$ cat src/rtl/ptos_tx_controller_if.sv
// Control bundle between ptos_tx_controller (master) and its word source,
// shift register and two flex counters (slave side).
interface ptos_tx_controller_if #(
  parameter int CNT_BITS = 4
) ();
  logic                data_valid;
  logic                data_ready;
  logic                tx_abort;
  logic                tx_done;
  logic [1:0]          tx_sel;
  logic                load_enable;
  logic                shift_enable;
  logic                timer_clear;
  logic                timer_enable;
  logic [CNT_BITS-1:0] timer_rollover_val;
  logic                timer_rollover_flag;
  logic                bit_clear;
  logic                bit_enable;
  logic [CNT_BITS-1:0] bit_rollover_val;
  logic                bit_rollover_flag;

  modport master (
    input  data_valid, tx_abort, timer_rollover_flag, bit_rollover_flag,
    output data_ready, tx_done, tx_sel, load_enable, shift_enable,
           timer_clear, timer_enable, timer_rollover_val,
           bit_clear, bit_enable, bit_rollover_val
  );

  modport slave (
    output data_valid, tx_abort, timer_rollover_flag, bit_rollover_flag,
    input  data_ready, tx_done, tx_sel, load_enable, shift_enable,
           timer_clear, timer_enable, timer_rollover_val,
           bit_clear, bit_enable, bit_rollover_val
  );
endinterface

$ cat src/rtl/ptos_tx_controller.sv
// Serial-transmit sequencer: frames a parallel word as START | data | [PARITY] | STOP.
// Optional parity bit period is compiled in with `define TX_PARITY_EN.
module ptos_tx_controller #(
  parameter int NUM_BITS     = 8,
  parameter int CNT_BITS     = 4,
  parameter int CLKS_PER_BIT = 10
) (
  input  logic                  clk,
  input  logic                  rst,
  ptos_tx_controller_if.master  bus
);

  typedef enum logic [2:0] {
    IDLE   = 3'd0,
    LOAD   = 3'd1,
    START  = 3'd2,
    DATA   = 3'd3,
    PARITY = 3'd4,
    STOP   = 3'd5,
    DONE   = 3'd6
  } state_t;

  state_t     state_q, state_d;
  logic       data_ready_s, tx_done_s, load_s, shift_s;
  logic       t_clear_s, t_en_s, b_clear_s, b_en_s;
  logic [1:0] tx_sel_s;

  // State register; async reset forces IDLE so outputs settle in the same cycle.
  always_ff @(posedge clk or posedge rst) begin
    if (rst) begin
      state_q <= IDLE;
    end else begin
      state_q <= state_d;
    end
  end

  // Next state and output decode. The timer is enabled in every state that
  // watches the rollover flag, so the flag alone is the bit-period tick there.
  always_comb begin
    state_d      = state_q;
    data_ready_s = 1'b0;
    tx_done_s    = 1'b0;
    tx_sel_s     = 2'd0;
    load_s       = 1'b0;
    shift_s      = 1'b0;
    t_clear_s    = 1'b0;
    t_en_s       = 1'b0;
    b_clear_s    = 1'b1;
    b_en_s       = 1'b0;
    case (state_q)
      IDLE: begin
        data_ready_s = 1'b1;
        t_clear_s    = 1'b1;
        if (bus.data_valid) state_d = LOAD;
        else                state_d = IDLE;
      end
      LOAD: begin
        load_s  = 1'b1;
        t_en_s  = 1'b1;
        state_d = START;
      end
      START: begin
        tx_sel_s = 2'd1;
        t_en_s   = 1'b1;
        if (bus.tx_abort)                 state_d = IDLE;
        else if (bus.timer_rollover_flag) state_d = DATA;
        else                              state_d = START;
      end
      DATA: begin
        tx_sel_s  = 2'd2;
        t_en_s    = 1'b1;
        b_clear_s = 1'b0;
        if (bus.tx_abort) begin
          state_d = IDLE;
        end else if (bus.timer_rollover_flag) begin
          b_en_s = 1'b1;
          // Bit 0 is on the line after load, so the last bit needs no shift.
          if (!bus.bit_rollover_flag) begin
            shift_s = 1'b1;
            state_d = DATA;
          end else begin
`ifdef TX_PARITY_EN
            state_d = PARITY;
`else
            state_d = STOP;
`endif
          end
        end else begin
          state_d = DATA;
        end
      end
`ifdef TX_PARITY_EN
      PARITY: begin
        tx_sel_s = 2'd3;
        t_en_s   = 1'b1;
        if (bus.tx_abort)                 state_d = IDLE;
        else if (bus.timer_rollover_flag) state_d = STOP;
        else                              state_d = PARITY;
      end
`endif
      STOP: begin
        t_en_s = 1'b1;
        if (bus.tx_abort)                 state_d = IDLE;
        else if (bus.timer_rollover_flag) state_d = DONE;
        else                              state_d = STOP;
      end
      DONE: begin
        tx_done_s = 1'b1;
        t_clear_s = 1'b1;
        state_d   = IDLE;
      end
      default: begin
        t_clear_s = 1'b1;
        state_d   = IDLE;
      end
    endcase
  end

  // Handshake outputs are held low for the whole time reset is asserted.
  assign bus.data_ready         = data_ready_s & ~rst;
  assign bus.tx_done            = tx_done_s & ~rst;
  assign bus.tx_sel             = tx_sel_s;
  assign bus.load_enable        = load_s;
  assign bus.shift_enable       = shift_s;
  assign bus.timer_clear        = t_clear_s;
  assign bus.timer_enable       = t_en_s;
  assign bus.bit_clear          = b_clear_s;
  assign bus.bit_enable         = b_en_s;
  assign bus.timer_rollover_val = CNT_BITS'(CLKS_PER_BIT);
  assign bus.bit_rollover_val   = CNT_BITS'(NUM_BITS - 1);

endmodule

$ cat src/flat_wrapper.sv
// flat-port wrapper written by rule: the top's interface ports become plain ports
module ptos_tx_controller_flat 
#(
  parameter int NUM_BITS     = 8,
  parameter int CNT_BITS     = 4,
  parameter int CLKS_PER_BIT = 10
)
  (clk, rst, bus_data_valid, bus_tx_abort, bus_timer_rollover_flag, bus_bit_rollover_flag, bus_data_ready, bus_tx_done, bus_tx_sel, bus_load_enable, bus_shift_enable, bus_timer_clear, bus_timer_enable, bus_timer_rollover_val, bus_bit_clear, bus_bit_enable, bus_bit_rollover_val);
  ptos_tx_controller_if #(.CNT_BITS(CNT_BITS)) bus_i ();
  input  logic clk;
  input  logic rst;
  input wire logic [$bits(bus_i.data_valid)-1:0] bus_data_valid;
  input wire logic [$bits(bus_i.tx_abort)-1:0] bus_tx_abort;
  input wire logic [$bits(bus_i.timer_rollover_flag)-1:0] bus_timer_rollover_flag;
  input wire logic [$bits(bus_i.bit_rollover_flag)-1:0] bus_bit_rollover_flag;
  output wire logic [$bits(bus_i.data_ready)-1:0] bus_data_ready;
  output wire logic [$bits(bus_i.tx_done)-1:0] bus_tx_done;
  output wire logic [$bits(bus_i.tx_sel)-1:0] bus_tx_sel;
  output wire logic [$bits(bus_i.load_enable)-1:0] bus_load_enable;
  output wire logic [$bits(bus_i.shift_enable)-1:0] bus_shift_enable;
  output wire logic [$bits(bus_i.timer_clear)-1:0] bus_timer_clear;
  output wire logic [$bits(bus_i.timer_enable)-1:0] bus_timer_enable;
  output wire logic [$bits(bus_i.timer_rollover_val)-1:0] bus_timer_rollover_val;
  output wire logic [$bits(bus_i.bit_clear)-1:0] bus_bit_clear;
  output wire logic [$bits(bus_i.bit_enable)-1:0] bus_bit_enable;
  output wire logic [$bits(bus_i.bit_rollover_val)-1:0] bus_bit_rollover_val;
  assign bus_i.data_valid = bus_data_valid;
  assign bus_i.tx_abort = bus_tx_abort;
  assign bus_i.timer_rollover_flag = bus_timer_rollover_flag;
  assign bus_i.bit_rollover_flag = bus_bit_rollover_flag;
  assign bus_data_ready = bus_i.data_ready;
  assign bus_tx_done = bus_i.tx_done;
  assign bus_tx_sel = bus_i.tx_sel;
  assign bus_load_enable = bus_i.load_enable;
  assign bus_shift_enable = bus_i.shift_enable;
  assign bus_timer_clear = bus_i.timer_clear;
  assign bus_timer_enable = bus_i.timer_enable;
  assign bus_timer_rollover_val = bus_i.timer_rollover_val;
  assign bus_bit_clear = bus_i.bit_clear;
  assign bus_bit_enable = bus_i.bit_enable;
  assign bus_bit_rollover_val = bus_i.bit_rollover_val;
  ptos_tx_controller #(.NUM_BITS(NUM_BITS), .CNT_BITS(CNT_BITS), .CLKS_PER_BIT(CLKS_PER_BIT)) u_core (.clk(clk), .rst(rst), .bus(bus_i));
endmodule
$ cat config.mk
export PLATFORM = sky130hd
export DESIGN_NAME = ptos_tx_controller_flat
export DESIGN_NICKNAME = d
export VERILOG_FILES = /design/src/rtl/ptos_tx_controller_if.sv /design/src/rtl/ptos_tx_controller.sv /design/src/flat_wrapper.sv
export SDC_FILE = /design/constraint.sdc
export NUM_CORES = 1
export LEC_CHECK = 0
export BUFFER_PORTS_ARGS = -buffer_cell sky130_fd_sc_hd__buf_2
export CAP_MARGIN = 15
export CORE_AREA = 5 5 42 44
export DETAILED_ROUTE_END_ITERATION = 7
export DIE_AREA = 0 0 47 49
export MAX_ROUTING_LAYER = met4
export PLACE_DENSITY_LB_ADDON = 0.08
export SLEW_MARGIN = 20
export SYNTH_ARGS = -nofsm -noshare
export SYNTH_HDL_FRONTEND = slang
export SYNTH_SLANG_ARGS = --single-unit
$ cat constraint.sdc
create_clock -name clk -period 1.8 [get_ports clk]
set_clock_uncertainty 0.1 [all_clocks]
set_input_delay 0.18 -clock clk [delete_from_list [all_inputs] [get_ports clk]]
set_output_delay 0.18 -clock clk [all_outputs]
set_load 0.02 [all_outputs]
* Word level (Yosys, flattened, before mapping) *
Index checks and enable logic that the tools add are counted.

operators by class
  reductions and logical operators = 2
  bitwise logic cells = 3
  multiplexer cells = 23
  multipliers = 0
  $lt $le $gt $ge = 0
  add/subtract/negate cells = 0
  eq/ne operators = 5
  div/mod/pow operators = 0
  shift-type cells = 0

operator list
  cell                                           number
  two-way mux 1 bit                              15
  two-way mux 3 bit                              5
  case mux 3 bit (5 select lines)                1
  == test 3 x 2 -> 1 bit, second input constant  2
  == test 3 bit, second input constant           2
  case mux 2 bit (2 select lines)                1
  OR reduction 4 bit                             1
  == test 3 x 1 -> 1 bit, second input constant  1
  logical NOT 3 bit                              1
  AND 1 bit                                      2
  two-way mux 2 bit                              1
  NOT 1 bit                                      1

word-level totals
  word-level logic and storage cells = 34
  latch bits = 0
  bits in writable memories = 0
  bits in registers = 3
  bits of input ports = 6
  memories kept = 0
  bits in read-only memories = 0
  output and inout port bits = 18

* Longest topological paths before layout *
  depth after elaboration = 4
  mapped depth = 4
  depth with buffers taken out = 3

* Least setup slack after synthesis *
OpenSTA, ideal clock, no wires.

  kind = register to output
  start = register u_core.state_q[0]
  end = output port bus_data_ready
  slack = 311 ps
  buffers on the path = 1
  stages on the path, launching flop included = 3
  arrival time = 1,209 ps
  data required time = 1,520 ps
  cell sequence = dfrtp_1 buf_6 nor4_1

on the way
  word-level cells in the longest chain between the ends = 3

ends and longest elaborated chain
  what                    RTL line                   RTL
  from (decl)             ptos_tx_controller.sv:23   state_t state_q, state_d;
  from (signal assigned)  ptos_tx_controller.sv:33   state_q <= state_d;
  logical NOT 3 bit       ptos_tx_controller.sv:50   case (state_q)
  two-way mux 1 bit       ptos_tx_controller.sv:50
  AND 1 bit               ptos_tx_controller.sv:120  assign bus.data_ready = data_ready_s & ~rst;
  to (decl)               flat_wrapper.sv:16         output wire logic [$bits(bus_i.data_ready)-1:0] bus_data_ready;

No other way between the ends.

* Final worst setup path *
  start = register u_core.state_q[2]
  end = output port bus_shift_enable

on the way
  word-level cells in the longest chain between the ends = 2

ends and longest elaborated chain
  what                    RTL line                  RTL
  == test 3 x 2 -> 1 bit  ptos_tx_controller.sv:50
  two-way mux 1 bit       ptos_tx_controller.sv:50
  to (decl)               flat_wrapper.sv:20        output wire logic [$bits(bus_i.shift_enable)-1:0] bus_shift_enable;

No other way between the ends.

==> flow_summary.toml <==
[run_status]
status = "completed"

[placed_design]
globalplace.congestion = 0.6834
dp_hpwl_um = 591.9
pre_cts_slack_ns = 0.4225
buffer_ports.inserted = 15

[synth]
ys_top_cells_by_area = "sky130_fd_sc_hd__dfrtp_1, sky130_fd_sc_hd__buf_4, sky130_fd_sc_hd__buf_6, sky130_fd_sc_hd__nand2b_4, sky130_fd_sc_hd__nor3_1"
postSynthCellCount = 44
synthesis.area_um2 = 357.8
synthDominantCellAreaShare_pct = 20.98
yosysWarnings = 0
syn_area_per_cell_um2 = 8.133
sequential_fraction_of_the_synthesis_area_pct = 20.98
biggest_area_consumer_among_synthesized_cells = "sky130_fd_sc_hd__dfrtp_1"
ys_ff_latch = 3
synthDistinctLibCells = 22

[timing]
achievable-frequency_mhz = 619.3
timing_max_transition_violations_final = 0
whs_ns = 0.08648
setup_tns_ns = 0
hold_violations = 0
finalCriticalPeriod_ns = 1.615
rsz_0062_raised_after_global_routing = "false"
timing.final.ws_setup_ns = 0.1853
final_setup_violation_count = 0
final_min_period_over_clock_period_pct = 89.71

[worst_setup_path]
worstRegToRegCells = 3
crit_arrival_ns = 1.33
timing_worst_setup_path_type = "reg2out"
worstSetupEndpointType = "primary output"
cp.required_ns = 1.52
setup.worst_path.start_class = "flip-flop"
critical_path_peak_fanout = 10

[clocking]
cts_resized = 0
inserted_clock_buffers = 3
clk_root_buffer_cell = "sky130_fd_sc_hd__clkbuf_4"
clkSlewWorstSetupHoldPaths_ns = 0.04
cts_tree = "built"
clk_latency_ns = 0.23
clock_sink_count = 3
htree_levels = 1
clock_tree_buf_depth = 2

[global_routing]
grt-ovfl-total = 0
grt_first_pass_wirelength_mm = 1.186
antenna_found_initial = 0
grt_max_degree = 11
number_of_global_route_vias_before_repair = 318
grt_usage_pct = 7.676

[drt]
routed_via_density = 4.347
antenna_violating_nets_post_route = 0
routed_wire_length_per_instance_um = 10.27
drt-total-wl_um = 770
drt-initial-drc-count = 1
remaining_drcs = 0
vias = 326
drtPass1Iterations = 2

[floorplan]
num_io_pins = 24
die_w_um = 47
initial_core_util_pct = 25.54
core_um2 = 1401
dieArea_um2 = 2303
die_height_um = 49
floorplan.rows = 14

[pwr]
power_per_standard_cell_area_nw_per_um2 = 1535
sw_frac_of_total_pct = 48.94
power.share.sequential_pct = 24.9
p_int_mw = 0.3276
clockPowerShare_pct = 18.2
ir_worst_vdd_mv = 0.3461
combinationalPowerShare_pct = 56.9
power_leakage_nw = 0.2245
finalPower_mw = 0.6416
total_switching_power_mw = 0.3141

[finish]
largest_register_ff_count = 3
most_common_cell_after_layout_fill_and_taps_aside = "sky130_fd_sc_hd__buf_2"
layout-drive-gt1-share_pct = 37.29
num_antenna_cells = 0
layout-area-overhead-vs-synth_pct = 16.78
nNetsFinal = 66
layout_common_cells = "sky130_fd_sc_hd__buf_2, sky130_fd_sc_hd__conb_1, sky130_fd_sc_hd__nor3_1"
largest-register = "u_core.state_q"
top_regs = "u_core.state_q (3)"
share_of_the_core_filled_with_cells_in_the_final_layout_pct = 29.82

[flow_run]
timing.max_cap.violations = 0

[min_path]
hold_path.class = "in2reg"
hold_depth = 3
==> area by class of cell <==
class | count | area, µm²
Sequential cell | 3 | 75.07
Multi-Input combinational cell | 33 | 200.2
Timing Repair Buffer | 16 | 85.08
Tap cell | 16 | 20.02
Clock buffer | 4 | 26.28
Fill cell | 165 | 983.4
Inverter | 3 | 11.26
==> repair_timing <==
action,in CTS,in global routing
endpoints found under the hold margin,3,0
hold buffers,1,0
setup buffers,0,0
==> layer usage <==
layer  part of all wire, %  up-vias  global-route usage [%]
met5                     0        -                       -
met4                   4.8        0                   11.06
met3                   7.5        4                       0
met2                    46       18                   9.729
met1                    41      144                   8.647
li1                      -      160                       -
==> worst paths after layout <==
path,from,to,slack (ns)
min,bus_data_valid,u_core.state_q[0],0.09
max,u_core.state_q[2],bus_shift_enable,0.19
max reg2reg,u_core.state_q[2],u_core.state_q[1],0.50
min reg2reg,u_core.state_q[0],u_core.state_q[2],0.64
min in group asynchronous,rst,u_core.state_q[2],0.28
max in group asynchronous,rst,u_core.state_q[0],1.19
==> Yosys cell counts <==
cell type                   instances
sky130_fd_sc_hd__buf_4              8
sky130_fd_sc_hd__nor3_1             4
sky130_fd_sc_hd__dfrtp_1            3
sky130_fd_sc_hd__nand2b_4           2
sky130_fd_sc_hd__nor2_1             2
sky130_fd_sc_hd__buf_6              3
sky130_fd_sc_hd__a211oi_1           1
sky130_fd_sc_hd__o21a_1             1
sky130_fd_sc_hd__a211o_1            1
sky130_fd_sc_hd__conb_1             2
sky130_fd_sc_hd__o21ai_1            2
sky130_fd_sc_hd__nand3_1            1
sky130_fd_sc_hd__nand2b_2           1
sky130_fd_sc_hd__nor4_1             1
sky130_fd_sc_hd__nand2b_1           1
sky130_fd_sc_hd__inv_1              3
sky130_fd_sc_hd__nor3b_1            1
sky130_fd_sc_hd__a2bb2oi_1          1
sky130_fd_sc_hd__nor2b_4            1
sky130_fd_sc_hd__nand3b_1           1
sky130_fd_sc_hd__nand2_1            2
sky130_fd_sc_hd__a21oi_1            2
==> per-stage QoR <==
stage / cells / instance area [µm²]
after detailed placement: 70 / 381.6
after CTS: 75 / 417.9
after global routing: 75 / 417.9
final: 75 / 417.9
after global placement: 70 / 381.6
after floorplan: 50 / 380.4
==> critical path: stages, from the launching register on <==
cell	delay, ns
sky130_fd_sc_hd__dfrtp_1	0.51
sky130_fd_sc_hd__nand3b_1	0.26
sky130_fd_sc_hd__nor3_1	0.14
sky130_fd_sc_hd__buf_2	0.19
==> power groups by stage <==
stage | logic [mW] | registers [mW] | clock network, mW
CTS | 0.370 | 0.160 | 0.125
global placement | 0.371 | 0.164 | 0
detailed placement | 0.367 | 0.161 | 0
global route | 0.401 | 0.168 | 0.124
floorplan | 0.380 | 0.0998 | 0
finish | 0.365 | 0.160 | 0.117
==> cells by family after synthesis <==
group,Yosys count,synth area share (%)
compound gates,8,14.69
simple gates,17,32.87
buf+inv,14,29.37
other cells,2,2.099
flops,3,20.98
Power figures use the tool's default switching activity.
